## config.mk

```make
export PLATFORM = sky130hd
export DESIGN_NAME = path_stack_decoder
export DESIGN_NICKNAME = d
export VERILOG_FILES = /design/src/rtl/path_stack_decoder.sv
export SDC_FILE = /design/constraint.sdc
export NUM_CORES = 1
export LEC_CHECK = 0
export CAP_MARGIN = 20
export CORE_MARGIN = 2
export CORE_UTILIZATION = 50
export CTS_CLUSTER_DIAMETER = 30
export DETAILED_ROUTE_END_ITERATION = 10
export HOLD_SLACK_MARGIN = 0.15
export PLACE_DENSITY = 0.66
export SYNTH_ARGS = -nofsm -noshare
export SYNTH_HDL_FRONTEND = slang
export SYNTH_SLANG_ARGS = --single-unit
```

## constraint.sdc

```tcl
create_clock -name clk -period 5.7 [get_ports clk]
set_clock_uncertainty 0.2 [all_clocks]
set_input_delay 0.855 -clock clk [delete_from_list [all_inputs] [get_ports clk]]
set_output_delay 0.855 -clock clk [all_outputs]
set_load 0.005 [all_outputs]
```

## src/rtl/path_stack_decoder.sv

```systemverilog
// ---------------------------------------------------------------------------
// path_stack_decoder
//
// Records explorer moves as {prevLoc, dir} entries on a LIFO and can replay
// the recorded directions, oldest first, over a valid/ready stream.
//
// Direction encoding (same as the explorer's move encoding):
//   00 y-1   01 x+1   10 x-1   11 y+1
//
// Ports
//   clk, rst        clock, synchronous active-high reset
//   clr             synchronous clear: empties the stack, returns to REC
//   push            record step prevLoc -> newLoc ({x[7:4], y[3:0]})
//   pop             backtrack one step; popValid/backLoc/backDir next cycle
//   replayStart     begin playback (REC only)
//   dirOut/outValid/outReady   playback stream
//   replayDone      one-cycle pulse after the final transfer
//   depth/full/empty           occupancy
//   err             one-cycle pulse after a rejected request
//
// Build option
//   WRAP_MOVES_EN   when defined, 4-bit modular steps (15->0, 0->15) are
//                   legal, matching the explorer's adder arithmetic.
// ---------------------------------------------------------------------------
module path_stack_decoder #(
    parameter int DEPTH = 64,
    parameter int AW    = 6
) (
    input  logic          clk,
    input  logic          rst,
    input  logic          clr,
    input  logic          push,
    input  logic [7:0]    prevLoc,
    input  logic [7:0]    newLoc,
    input  logic          pop,
    output logic          popValid,
    output logic [7:0]    backLoc,
    output logic [1:0]    backDir,
    input  logic          replayStart,
    output logic [1:0]    dirOut,
    output logic          outValid,
    input  logic          outReady,
    output logic          replayDone,
    output logic [AW:0]   depth,
    output logic          full,
    output logic          empty,
    output logic          err
);

    typedef enum logic [1:0] {REC, RPL, FIN} state_t;

    typedef struct packed {
        logic [7:0] loc;
        logic [1:0] dir;
    } entry_t;

    entry_t        mem [DEPTH];
    state_t        state, state_nx;
    logic [AW-1:0] idx, idx_nx;
    logic [AW-1:0] top_idx;
    logic          last_xfer;
    logic          do_push, do_pop, err_nx;

    // ---------------------------------------------------------------------
    // Step decode
    // ---------------------------------------------------------------------
    logic [3:0] xp, yp, xn, yn;
    logic       xinc, xdec, yinc, ydec;
    logic       step_ok;
    logic [1:0] step_dir;

    always_comb begin
        xp = prevLoc[7:4];
        yp = prevLoc[3:0];
        xn = newLoc[7:4];
        yn = newLoc[3:0];
`ifdef WRAP_MOVES_EN
        // 4-bit compare: the +/-1 wraps exactly like the explorer's adder
        xinc = (xn == xp + 4'd1);
        xdec = (xn == xp - 4'd1);
        yinc = (yn == yp + 4'd1);
        ydec = (yn == yp - 4'd1);
`else
        // Edge coordinates cannot step outward; a wrapped pair is illegal
        xinc = (xp != 4'hF) && (xn == xp + 4'd1);
        xdec = (xp != 4'h0) && (xn == xp - 4'd1);
        yinc = (yp != 4'hF) && (yn == yp + 4'd1);
        ydec = (yp != 4'h0) && (yn == yp - 4'd1);
`endif
        step_ok  = 1'b1;
        step_dir = 2'b00;
        if (xp == xn && yinc)      step_dir = 2'b11;
        else if (xp == xn && ydec) step_dir = 2'b00;
        else if (yp == yn && xinc) step_dir = 2'b01;
        else if (yp == yn && xdec) step_dir = 2'b10;
        else                       step_ok  = 1'b0;
    end

    assign full    = (depth == (AW+1)'(DEPTH));
    assign empty   = (depth == '0);
    assign top_idx = AW'(depth - 1'b1);
    // Replay index points at the final stored entry
    assign last_xfer = (({1'b0, idx} + 1'b1) == depth);

    // ---------------------------------------------------------------------
    // FSM: state register
    // ---------------------------------------------------------------------
    always_ff @(posedge clk) begin
        if (rst) begin
            state <= REC;
            idx   <= '0;
        end else begin
            state <= state_nx;
            idx   <= idx_nx;
        end
    end

    // ---------------------------------------------------------------------
    // FSM: next state, stack requests and stream outputs
    // ---------------------------------------------------------------------
    always_comb begin
        state_nx   = state;
        idx_nx     = idx;
        do_push    = 1'b0;
        do_pop     = 1'b0;
        err_nx     = 1'b0;
        outValid   = 1'b0;
        dirOut     = 2'b00;
        replayDone = 1'b0;

        case (state)
            REC: begin
                if (push && pop) begin
                    err_nx = 1'b1;
                end else if (push) begin
                    if (full || !step_ok) err_nx  = 1'b1;
                    else                  do_push = 1'b1;
                end else if (pop) begin
                    if (empty) err_nx = 1'b1;
                    else       do_pop = 1'b1;
                end
                if (replayStart) begin
                    if (empty) begin
                        state_nx = FIN;
                    end else begin
                        idx_nx   = '0;
                        state_nx = RPL;
                    end
                end
            end
            RPL: begin
                outValid = 1'b1;
                dirOut   = mem[idx].dir;
                if (push || pop) err_nx = 1'b1;
                if (outReady) begin
                    if (last_xfer) state_nx = FIN;
                    else           idx_nx   = idx + 1'b1;
                end
            end
            FIN: begin
                replayDone = 1'b1;
                state_nx   = REC;
                if (push || pop) err_nx = 1'b1;
            end
            default: state_nx = REC;
        endcase

        // clr wins over any request in flight and never flags err
        if (clr) begin
            state_nx = REC;
            idx_nx   = '0;
            do_push  = 1'b0;
            do_pop   = 1'b0;
            err_nx   = 1'b0;
        end
    end

    // ---------------------------------------------------------------------
    // Stack storage (no reset needed: depth gates every read)
    // ---------------------------------------------------------------------
    always_ff @(posedge clk) begin
        if (do_push) mem[depth[AW-1:0]] <= '{loc: prevLoc, dir: step_dir};
    end

    // ---------------------------------------------------------------------
    // Occupancy, pop response and error pulse
    // ---------------------------------------------------------------------
    always_ff @(posedge clk) begin
        if (rst) begin
            depth    <= '0;
            popValid <= 1'b0;
            backLoc  <= 8'h00;
            backDir  <= 2'b00;
            err      <= 1'b0;
        end else if (clr) begin
            depth    <= '0;
            popValid <= 1'b0;
            err      <= 1'b0;
        end else begin
            err      <= err_nx;
            popValid <= do_pop;
            if (do_push) depth <= depth + 1'b1;
            if (do_pop) begin
                depth   <= depth - 1'b1;
                backLoc <= mem[top_idx].loc;
                // inverse move: 00<->11, 01<->10
                backDir <= ~mem[top_idx].dir;
            end
        end
    end

endmodule
```

# == Word-level counts from Yosys, hierarchy flattened ==
# Memory sizes are Yosys's and may differ from the RTL's. A register that Yosys moved wholly into a read port is not among the register bits.
# Index checks and enable logic that the tools add are counted.
# word_totals
out_inout_bits,25
wordCells,103
register_bits,27
n_memories,1
ram_bits,640
inputBits,23
# classes
bitwise,2
addsub,8
reduce_logical,23
muxes,45
n_eq_ne,17
# memory_table
memory,words,word_bits,rd,rd_clocked_by_memory_dff,write_ports,line,source
mem,64,10,2,1,1,57,entry_t mem [DEPTH];
# op_table
cell,count
6-bit two-way mux,6
1-bit two-way mux,25
4-bit equality test,6
2-bit two-way mux,9
7-bit two-way mux,2
6-bit case mux with 2 select lines,1
2-bit inequality test (second input constant),5
1-bit logical AND,9
4-bit by 1-bit adder with 4-bit output (second input constant),2
4-bit inequality test (second input constant),2
4-bit nonzero test,2
4-bit by 1-bit subtractor with 4-bit output (second input constant),2
6-bit by 1-bit adder with 7-bit output (second input constant),1
7-bit by 1-bit adder with 7-bit output (second input constant),1
7-bit equality test,1
7-bit equality test (second input constant),1
7-bit logical NOT,1
7-bit by 1-bit subtractor with 7-bit output (second input constant),1
6-bit by 1-bit adder with 6-bit output (second input constant),1
5-bit AND reduction,1
2-bit case mux with 2 select lines,1
2-bit nonzero test,2
2-bit OR reduction,2
3-bit AND reduction,1
other kinds (9),10

# == Depth between registers and ports, before layout ==
# Gate-level depths: netlist of the first run.
# depth
ltp_word,17
depth_mapped,16
depth_no_buf,10

# == Worst setup path after synthesis of the first run ==
# OpenSTA, ideal clock, no wires.
# synth_path
path_kind,input -> register
start,input prevLoc[3]
end,memory mem[60][0] (netlist bit) (enable)
required_ns,5.124
arrival_ns,3.328
path_buffers,1
path_stages,8
slack_ns,1.796
setup_time_ns,0.376
path_cell_list,xnor2_2 or3b_1 nor4_1 a21o_2 o21a_2 buf_6 nand3_2 nor2_1
# synth_between
elab_chain_cells,15
word_cells_on_any_way,26
cone_classes,2 x add/sub; 4 x eq/ne; 11 x mux; 9 x reduce/logical
# synth_lines
element,line,source
from (decl),33,"input logic [7:0] prevLoc,"
4-bit by 1-bit subtractor with 4-bit output / 4-bit equality test (equally long branches),"88, 94, 95",
4-bit equality test / 1-bit logical AND (equally long branches),"88, 95",
1-bit logical AND / 1-bit two-way mux (equally long branches),"88, 95",
1-bit logical AND / 1-bit two-way mux (equally long branches),"93, 94",
1-bit two-way mux,93,else if (xp == xn && ydec) step_dir = 2'b00;
1-bit two-way mux *,92,if (xp == xn && yinc) step_dir = 2'b11;
1-bit logical NOT *,136,if (full || !step_ok) err_nx = 1'b1;
1-bit logical OR *,136,
1-bit two-way mux *,136,
1-bit two-way mux *,135,end else if (push) begin
1-bit two-way mux *,133,if (push && pop) begin
1-bit two-way mux *,131,case (state)
1-bit two-way mux *,169,if (clr) begin
1-bit two-way mux *,182,"if (do_push) mem[depth[AW-1:0]] <= '{loc: prevLoc, dir: step_dir};"
1-bit two-way mux (implied by the code) *,182,
to (decl),57,
# Every way passes the cells marked *; elsewhere a longest branch is shown, timed or not.

==> results.yml, run 1 <==
floorplanning:
  fp.dieW_um: 241
  ioPinCount: 48
  rows: 86
  core_area_um2: 55200
  dieArea_um2: 57800
  start_util: 0.507
  die_h_um: 241
cts:
  cts_sinks: 673
  cts_max_path_buffers: 3
  cts-hold-fix-buffers: 0
  root_buffer: "clkbuf_16"
  htree_levels: 3
  clk_pin_slew_ns: 0.04
  clk-insertion-delay-late_ns: 0.66
  postCtsSetupBuffers: 0
  cts_resized: 0
  cts_tree: "yes"
  cts_buffers: 118
layout:
  num-nets-final: 1612
  num-fill-cells: 3844
  diodes: 0
  seq_area_um2: 19900
  drive_gt1_frac: 0.336
  final_area_um2: 33700
  area_delta_synth_final_pct: 20.7
  multi_input_area_um2: 7710
timing:
  finalMaxSlewViolations: 0
  setup_viol: 0
  fin_tns_setup_ns: 0
  fin_crit_ns: 4.64
  rsz0062_at_grt: "no"
  worst_pin_slew_ns: 1.11
  fmax_ghz: 0.215
  relSlewSlack: 0.262
  hold_viol: 0
  fin_crit_sh: 0.815
yosys:
  synth_edf_count: 640
  yosys.area_share.simple: 0.0451
  synth_area_um2: 28000
  synth.distinct_cells: 70
  postSynthAreaPerCell_um2: 20.0
  synth.most_common_cell: "edfxtp_1"
  ys_warn_count: 0
  netlist.area_leader.share: 0.687
  yosys-top-cells-count: "640 x edfxtp_1, 219 x mux4_2, 100 x nor2_1"
  synth_mux_area_frac: 0.189
  synth_fp_nets: 1430
  synth_largest_area_cell: "edfxtp_1"
  synth_compound_area_frac: 0.0242
  syn_inst: 1396
  synthAdderAreaFrac: 0.00492
  synth_area_leaders: "edfxtp_1 69%, mux4_2 18%, dfxtp_1 2.4%"
  synth_seq_cells: 673
  ys_seq_area_frac: 0.711
  synth_top_family_by_area: "multiplexers"
  synth-async-reset-ratio: 0
  synthXorXnorAreaFrac: 0.0102
  synthFlopType: "edfxtp_1"
worst_setup_path:
  crit_chain: "mux4_2 -> mux4_2 -> mux2i_1 -> o22ai_1 -> clkdlybuf4s50_1"
  cp.required_ns: 4.64
  timing.rr.end: "backLoc[3]$_SDFFE_PP0P_"
  r2r-start: "depth[1]$_SDFFE_PP0P_"
  endpoint: "dirOut[1]"
  critPathMaxStageDelay_ns: 1.00
  cp_max_fo: 32
  crit_top_cell: "mux4_2"
  r2r_slack_ns: 1.48
  path_depth: 5
  reg2reg_depth: 9
  worst_path_dominant_cell_family: "multiplexers"
  worst-setup-path-type: "flop to output port"
  start_kind: "flop"
  arrival_ns: 3.59
  endpoint_kind: "output port"
  cp.buffers_inverters: 1
  cpMaxStageDelayCell: "dfxtp_2"
routing:
  wl_per_cell_um: 27.7
  final_antenna_net_count: 0
  wl_um: 67200
  firstDrtPassIters: 7
  drc: 0
  drt_iter0_drc: 1623
  viasPerCell: 6.10
  via_count: 14790
global_routing:
  antenna_found_initial: 2
  grt_pass1_vias: 15009
  grt.total_usage: 0.238
  grt_pass1_wl_um: 99300
  grt_max_degree: 67
  grt.overflow.total: 0
place:
  place.gp.congestion: 0.903
  io_buffers: 47
  dpl_cell_area_um2: 29800
  dp.final_hpwl_um: 42100
power:
  clockPowerShare: 0.551
  ir_drop_mv: 0.251
  p_int_mw: 9.74
  p_seq_frac: 0.437
  p_switching_mw: 2.62
  power.density_nw_per_um2: 366
  combPwrFrac: 0.012
  swShare: 0.212
  p_leak_nw: 10.5
worst_hold_path:
  hp-class: "flop to flop"
job:
  cap_violations: 0
status:
  status: "finished, final reports clean"
[metal layers]
metal	vias up	global-route usage	part of all wire	wire length (µm)
li1	6216	-	-	-
met1	7810	0.336	0.42	28000
met2	658	0.369	0.48	32100
met3	102	0.0596	0.083	5560
met4	4	0.0738	0.021	1430
met5	-	0	0.00036	24
[logic make-up (layout without fill, tap and decap cells)]
group | count (synthesis) | after routing
muxes | 255 | 255
AOI/OAI and AO/OA | 98 | 98
xor gates and xnor gates | 31 | 31
buffers and inverters | 94 | 375
DFF | 673 | 673
and+or+nand+nor | 234 | 234
adders and majority gates | 11 | 11
[stage by stage]
step | hold slack (ns) | util | power (mW) | setup slack (ns) | cells
global placement | 0.268 | 0.539 | 5.65 | 1.41 | 2206
floorplan | 0.258 | - | 5.55 | 1.80 | 1396
CTS | 0.302 | 0.611 | 12.4 | 0.996 | 2425
finish | 0.300 | 0.611 | 12.4 | 1.06 | 2425
detailed placement | 0.281 | 0.539 | 5.65 | 1.29 | 2206
global route | 0.323 | 0.611 | 12.7 | 0.907 | 2425
[final cells by class]
cell class,instances,share of cell area
inverter,17,0.00189
multi-input combinational,629,0.228
clock inverter,89,0.0259
timing repair buffer,139,0.0351
tap,748,0.0277
sequential,673,0.589
clock buffer,130,0.0917
[how the worst min path moves through the flow]
| stage | start | end | slack (ns) | cells after the start |
|---|---|---|---|---|
| detailed placement | idx[1]$_SDFFE_PP0P_ | flop | 0.28 | 2 |
| finish | state[0]$_SDFFE_PP0P_ | state[0]$_SDFFE_PP0P_ | 0.30 | 2 |
| CTS | idx[1]$_SDFFE_PP0P_ | flop | 0.30 | 2 |
| floorplan | idx[1]$_SDFFE_PP0P_ | flop | 0.26 | 2 |
| global route | idx[1]$_SDFFE_PP0P_ | flop | 0.32 | 2 |
| global placement | idx[1]$_SDFFE_PP0P_ | flop | 0.27 | 2 |
[cells in the final DEF (no fill, tap or decap), drive strengths merged, types with 3 or more instances in the layout]
cell             n
clkinv          43
ha              11
and2            10
a31oi            4
o221ai          10
xnor2           21
nand2           35
nor2           101
mux2i           34
clkdlybuf4s50   39
buf            100
clkbuf         130
a21o             4
o21ai           10
nor2b            5
o211ai           3
nand3           21
nor4            13
inv             40
edfxtp         640
clkinvlp        16
mux4           219
o21a             4
o22ai           11
nand2b           3
a21oi           27
bufinv           7
xor2            10
dfxtp           33
nand4            6
nor3            21
a211oi          13
or3              5
[power groups by stage]
| stage | Clock, mW | Sequential, mW | Combinational [mW] |
|---|---|---|---|
| global route | 7.13 | 5.40 | 0.164 |
| CTS | 6.89 | 5.40 | 0.153 |
| global placement | 0 | 5.50 | 0.147 |
| floorplan | 0 | 5.50 | 0.0464 |
| finish | 6.81 | 5.41 | 0.152 |
| detailed placement | 0 | 5.50 | 0.153 |
[flip-flops by register name, summed over array words and instances, names as in the netlist, named ones only]
signal and cells:
backLoc 8, idx 6, mem 640, backDir 2, state 2, err 1
popValid 1, depth 7
[tightest hold or removal path, cell delays in order (launching register included)]
cell and delay [ns]:
dfxtp_1 0.33, nand2_1 0.07, mux2i_1 0.05
No activity file was read; power rests on OpenSTA's default activity.
==> run 2, diff against run 1 <==
--- a/config.mk
+++ b/config.mk
@@ -11,7 +11,7 @@
 export CTS_CLUSTER_DIAMETER = 30
 export DETAILED_ROUTE_END_ITERATION = 10
 export HOLD_SLACK_MARGIN = 0.15
-export PLACE_DENSITY = 0.66
+export PLACE_DENSITY = 0.69
 export SYNTH_ARGS = -nofsm -noshare
 export SYNTH_HDL_FRONTEND = slang
 export SYNTH_SLANG_ARGS = --single-unit
==> constraint.sdc (replaced) <==
create_clock -name clk -period 4 [get_ports clk]
set_clock_uncertainty 0.2 [all_clocks]
set_input_delay 0.6 -clock clk [delete_from_list [all_inputs] [get_ports clk]]
set_output_delay 0.6 -clock clk [all_outputs]
set_load 0.005 [all_outputs]
==> run 2 against run 1 <==
Compared with the run above: power is 40% higher; flip-flop and latch count stayed put; routed wire length is 2.1% higher; critical path type is now flop to flop; hold slack worse by 0.080 ns; worst setup slack worse by 0.94 ns; first-iteration DRC count is 4.9% higher; clock-buffer cell count is 5 lower; core utilization is 0.44 points higher; die area stayed put; combinational power is 48% higher; critical path depth is 5 higher.
==> results.yml, run 2 (synthesized netlist as in run 1, its figures left out) <==
layout:
  largest_reg_flops: 640
  final_area_um2: 34000
  area_delta_synth_final_pct: 21.5
  drive_gt1_frac: 0.349
  layout_common_cells: "640 x edfxtp_1, 219 x mux4_2, 132 x buf_4"
  num-nets-final: 1654
  final_common_cell: "edfxtp_1"
  num-fill-cells: 3773
floorplanning:
  dieArea_um2: 57800
  ioPinCount: 48
  die_h_um: 241
  start_util: 0.507
  fp.dieW_um: 241
  rows: 86
  core_area_um2: 55200
global_routing:
  grt_max_degree: 81
  grt.total_usage: 0.241
  grt.overflow.total: 0
  grt_pass1_wl_um: 101000
  antenna_found_initial: 5
  grt_pass1_vias: 15223
worst_setup_path:
  endpoint_kind: "flop"
  crit_chain: "inv_1 -> ha_4 -> nand2b_1 -> nor2_1 -> and2_1 -> nor3_1 -> o21a_2 -> nand4_4 -> nor2_1 -> buf_4"
  cp_max_fo: 10
  critPathMaxStageDelay_ns: 0.70
  r2r_slack_ns: 0.12
  arrival_ns: 4.03
  worst-setup-path-type: "flop to flop"
  cpMaxStageDelayCell: "nor3_1"
  cp.required_ns: 4.15
  start_kind: "flop"
  crit_top_cell: "nor2_1"
power:
  swShare: 0.207
  combPwrFrac: 0.013
  ir_drop_mv: 0.438
  clockPowerShare: 0.542
  p_seq_frac: 0.445
  power.density_nw_per_um2: 509
  p_switching_mw: 3.58
  p_int_mw: 13.7
  p_leak_nw: 10.7
cts:
  cts_buffers: 110
  clk_pin_slew_ns: 0.06
  htree_levels: 3
  root_buffer: "clkbuf_16"
  cts_tree: "yes"
  cts-hold-fix-buffers: 0
  cts_max_path_buffers: 3
  clk-insertion-delay-late_ns: 0.65
  cts_sinks: 673
place:
  dpl_cell_area_um2: 30100
  io_buffers: 47
  dp.final_hpwl_um: 42400
  place.gp.congestion: 0.929
timing:
  fin_crit_ns: 3.88
  setup_viol: 0
  finalMaxSlewViolations: 0
  worst_pin_slew_ns: 0.986
  relSlewSlack: 0.343
  fin_crit_sh: 0.970
  hold_viol: 0
  rsz0062_at_grt: "no"
  whs_ns: 0.220
  fmax_ghz: 0.258
  fin_tns_setup_ns: 0
routing:
  viasPerCell: 6.17
  via_count: 15220
  wl_per_cell_um: 27.8
  firstDrtPassIters: 5
  wl_um: 68600
  final_antenna_net_count: 0
  drc: 0
  drt_iter0_drc: 1702
job:
  cap_violations: 0
status:
  status: "finished, final reports clean"
worst_hold_path:
  hp-class: "primary input to flop"
run 2: worst max-delay path, delay by kind of cell, from the launching register on:
family,cells,cell delay (ns)
AND/OR/NAND/NOR,6,1.85
buffers and inverters,2,0.40
flip-flops,1,0.33
AO/OA/AOI/OAI,1,0.50
adder cells (fa/ha/maj),1,0.27
run 2: cell type report:
| class | count | area (µm²) | share of cell area |
|---|---|---|---|
| antenna | 1 | 2.50 | 0.0000736 |
| clock buffer | 125 | 2890 | 0.0851 |
| clock inverter | 83 | 862 | 0.0254 |
| inverter | 17 | 63.8 | 0.00188 |
| multi-input combinational | 629 | 7710 | 0.227 |
| sequential | 673 | 19900 | 0.585 |
| tap | 748 | 936 | 0.0275 |
| timing repair buffer | 189 | 1630 | 0.0480 |
run 2: timing repair:
| item | 4_1_cts | 5_1_grt |
|---|---|---|
| gates cloned | 0 | 1 |
| buffers inserted | 0 | 12 |
| pin swaps | 0 | 0 |
| setup endpoints to repair | 2 | 2 |
| gates resized for setup | 3 | 8 |
run 2: metal layers:
layer / vias to the layer above / global-route usage / part of all wire / wire [µm]
li1: 6309 / - / - / -
met1: 7905 / 0.354 / 0.41 / 28300
met2: 877 / 0.360 / 0.46 / 31600
met3: 121 / 0.0537 / 0.099 / 6770
met4: 8 / 0.0862 / 0.028 / 1900
met5: - / 0 / 0.00067 / 46
run 2: power groups by stage:
| stage | combinational, mW | sequential, mW | clock (mW) |
|---|---|---|---|
| 2_1_floorplan | 0.0659 | 7.84 | 0 |
| 3_3_place_gp | 0.218 | 7.84 | 0 |
| 3_5_place_dp | 0.227 | 7.84 | 0 |
| 4_1_cts | 0.227 | 7.70 | 9.46 |
| 5_1_grt | 0.243 | 7.69 | 9.78 |
| 6_report | 0.225 | 7.70 | 9.39 |
run 2: per-stage QoR:
stage / power (mW) / instances / utilization / worst slack, ns
6_report: 17.3 / 2465 / 0.616 / 0.121
5_1_grt: 17.7 / 2464 / 0.616 / 0.101
4_1_cts: 17.4 / 2450 / 0.613 / 0.0235
3_5_place_dp: 8.07 / 2242 / 0.545 / 0.00621
3_3_place_gp: 8.06 / 2242 / 0.545 / 0.179
2_1_floorplan: 7.91 / 1396 / - / 0.247
run 2: final timing paths:
path	startpoint	to	cells after the start
max	depth[1]$_SDFFE_PP0P_	mem[11][6]$_DFFE_PP_	10
min	prevLoc[6]	mem[55][8]$_DFFE_PP_	1
max reg2reg	depth[1]$_SDFFE_PP0P_	mem[11][6]$_DFFE_PP_	10
min reg2reg	idx[1]$_SDFFE_PP0P_	flop	2
==> variant 1: new RTL, settings of run 1 <==
The 3 states of `state_t` get a one-hot encoding in 3 bits.
--- a/src/rtl/path_stack_decoder.sv
+++ b/src/rtl/path_stack_decoder.sv
@@ -47,7 +47,7 @@
     output logic          err
 );
 
-    typedef enum logic [1:0] {REC, RPL, FIN} state_t;
+    typedef enum logic [2:0] {REC = 3'b001, RPL = 3'b010, FIN = 3'b100} state_t;
 
     typedef struct packed {
         logic [7:0] loc;
Function: same outputs for any inputs over 4 cycles, from zero or initial values and one cycle with rst high; so few cycles prove little.
==> variant 1 against run 1 <==
  * Area after synthesis up 0.36%
  * Final area up 0.75%
  * Worst setup slack worse by 210 ps
  * Wire length up 6.8%
  * Final cell count up 4.1%
  * Non-clock buffer count up 6
  * Largest power group unchanged
  * Count of clock-buffer cells in the layout up 2
  * Critical endpoint is now dirOut[0]
  * Die area up 0.36%
  * Combinational power up 9%
  * Sequential power about the same
  * Power up 3.1%
  * Sequential cell count up 1
  * First-iteration DRC count up 17%
==> variant 1: results <==
metrics = {
    "status": {
        "status": "complete, no violations",
    },
    "yosys": {
        "synth_xor_area_frac": 0.0129,
        "yosys.area_share.adder": 0.00312,
        "ys_seq_area_frac": 0.709,
        "synth_compound_area_frac": 0.0311,
        "synth.area.top_cells": "edfxtp_1 (68%), mux4_2 (16%), dfxtp_1 (2.4%)",
    },
    "place": {
        "place_congestion": 0.991,
        "dp_hpwl_um": 44500,
        "dp_slack_ps": 786,
    },
    "final_layout": {
        "n_clock_buffer": 132,
        "seqAreaFraction": 0.585,
        "layout-drive-gt1-share": 0.303,
        "layout.comb_gates.multi_input": 724,
        "n_antenna_cell": 1,
        "clk_share": 0.123,
        "fin_nets": 1708,
        "fill_cells": 3984,
        "buffer_area_frac": 0.0358,
        "multiInputGateArea_um2": 7720,
        "flops_and_latches": 674,
    },
    "worst_setup_path": {
        "cp_max_fo": 16,
        "cpMaxStageDelayCell": "dfxtp_1",
        "arrival_ps": 3800,
    },
    "global_route": {
        "grt_use_met1": 0.371,
        "grt_max_degree": 115,
        "antenna_found_initial": 3,
        "grt.met2_usage": 0.383,
        "grt_pass1_vias": 15500,
    },
    "clocking": {
        "worst_skew_pair.late_latency_ps": 680,
    },
    "detailed_routing": {
        "wl_met1_um": 29200,
        "drt_iter0_markers": 1904,
        "wl_met3_um": 7330,
        "wire_per_inst_um": 28.4,
        "top_layer_used": "met4",
        "met2_length_um": 33300,
    },
    "timing": {
        "relSlewSlack": 0.179,
    },
    "power": {
        "ir_drop_v": 0.000300,
    },
}
## variant 1: path summary, 6_finish.rpt
check | from | end | slack, ps
max | flip-flop | dirOut[0] | 840
min | backLoc[5]$_SDFFE_PP0P_ | backLoc[5]$_SDFFE_PP0P_ | 310
max reg2reg | depth[0]$_SDFFE_PP0P_ | mem[0][6]$_DFFE_PP_ | 1520
min reg2reg | backLoc[5]$_SDFFE_PP0P_ | backLoc[5]$_SDFFE_PP0P_ | 310
## variant 1: per-stage QoR
step                instances  cell area [um2]   util  power [mW]
finish                   2525            34000  0.615        12.7
global route             2524            34000  0.615        13.1
CTS                      2524            34000  0.615        12.8
detailed placement       2304            29800  0.539        5.67
global placement         2304            29800  0.539        5.67
floorplan                1498            28100      -        5.56
## variant 1: power by group through the flow
stage	sequential [mW]	clock [mW]	combinational, mW
after floorplan	5.51	0	0.0488
after global placement	5.51	0	0.161
after detailed placement	5.51	0	0.166
after CTS	5.41	7.24	0.166
after global routing	5.41	7.47	0.178
final	5.42	7.16	0.166
==> variant 2: new RTL, config.mk and constraints of run 1 <==
Without the edit above. The parameter `AW` goes from 6 to 7.
--- a/src/rtl/path_stack_decoder.sv
+++ b/src/rtl/path_stack_decoder.sv
@@ -24,7 +24,7 @@
 // ---------------------------------------------------------------------------
 module path_stack_decoder #(
     parameter int DEPTH = 64,
-    parameter int AW    = 6
+    parameter int AW    = 7
 ) (
     input  logic          clk,
     input  logic          rst,
Interface: changed (resized depth); port bits go from 48 to 49. No check against the original RTL was run, so the function may have changed too.
==> variant 2 against run 1 <==
  * Wire length increased by 9.2%
  * Power increased by 3.5%
  * Area after synthesis increased by 0.68%
  * Synthesized cell count increased by 11%
  * Sequential cell count increased by 2
  * Worst setup slack got worse by 400 ps
  * Combinational power increased by 7%
  * Final area increased by 1.4%
==> variant 2: results <==
metrics = {
    "status": {
        "status": "complete, no violations",
    },
    "global_route": {
        "grt_pass1_vias": 16000,
        "track_usage": 0.260,
        "grt_max_degree": 111,
        "grt_pass1_wl_um": 108000,
    },
    "final_layout": {
        "fill_cells": 3849,
        "ff_latch_area_um2": 19900,
        "fin_nets": 1769,
        "layout-drive-gt1-share": 0.279,
    },
    "detailed_routing": {
        "totalWireLength_um": 73400,
        "via_per_inst": 6.21,
        "wire_per_inst_um": 28.3,
        "drt_iter0_markers": 1922,
    },
    "worst_setup_path": {
        "arrival_ps": 3990,
        "regToRegSetupSlack_ps": 1250,
        "rr_endpoint": "backLoc[2]$_SDFFE_PP0P_",
    },
    "yosys": {
        "postSynthAreaPerCell_um2": 18.1,
        "synth_nets": 1587,
        "synth.area.top_cells": "edfxtp_1 (68%), mux4_2 (15%), dfxtp_1 (2.5%)",
        "ys_top_cells_by_count": "edfxtp_1 (640), mux4_2 (185), nand2_1 (133), nor2_1 (113), mux2i_1 (57)",
        "yosysUniqueCellTypes": 67,
    },
    "place": {
        "portBuffers": 48,
        "dp_slack_ps": 719,
        "place_congestion": 0.871,
        "post-place-cells": 2364,
        "placed_cell_area_um2": 30100,
    },
    "power": {
        "ir_drop_v": 0.000274,
    },
    "timing": {
        "holdWs_ps": 318,
        "relSlewSlack": 0.238,
    },
}
==> variant 2: per-layer routing <==
| metal | track usage | wire, um |
|---|---|---|
| met1 | 0.376 | 30100 |
| met2 | 0.393 | 34100 |
| met3 | 0.0529 | 7010 |
| met4 | 0.0982 | 2100 |
| met5 | 0 | 10 |
==> variant 2: how the worst max path moves through the flow <==
stage / from / slack (ps) / to
after floorplan: prevLoc[2] / 1210 / mem[59][0]$_DFFE_PP_
after global placement: newLoc[6] / 810 / mem[35][2]$_DFFE_PP_
after detailed placement: newLoc[2] / 720 / mem[51][6]$_DFFE_PP_
after CTS: flip-flop / 590 / dirOut[0]
after global routing: flip-flop / 530 / dirOut[0]
final: flip-flop / 660 / dirOut[0]
==> variant 2: report_power, final <==
group	switching (mW)	internal [mW]	total, mW
combinational	0.120	0.0428	0.163
sequential	0.000538	5.42	5.42
clock	2.48	4.73	7.21
total	2.60	10.2	12.8
==> variant 2: cell type report <==
| cell class | count | share of cell area |
|---|---|---|
| Tap cell | 748 | 0.0273 |
| Clock inverter | 92 | 0.0314 |
| Antenna cell | 3 | 0.000219 |
| Multi-Input combinational cell | 767 | 0.229 |
| Inverter | 25 | 0.00274 |
| Sequential cell | 675 | 0.582 |
| Clock buffer | 131 | 0.0902 |
| Timing Repair Buffer | 149 | 0.0372 |
==> variant 2: cells by family (layout without fill, tap and decap cells) <==
group | Yosys count | in the layout | share of synthesized area
xor gates and xnor gates | 28 | 28 | 0.00924
other | 0 | 3 | 0
adders and majority gates | 11 | 11 | 0.00489
AOI/OAI and AO/OA | 135 | 135 | 0.0375
and+or+nand+nor | 350 | 350 | 0.0559
DFF | 675 | 675 | 0.707
buffers and inverters | 111 | 397 | 0.0164
muxes | 243 | 243 | 0.169
==> variant 2: critical path: stages (launching register included) <==
cell	delay (ps)
dfxtp_2	760
buf_12	270
mux4_2	560
mux4_2	530
mux4_2	530
and2_1	180
clkdlybuf4s50_1	450
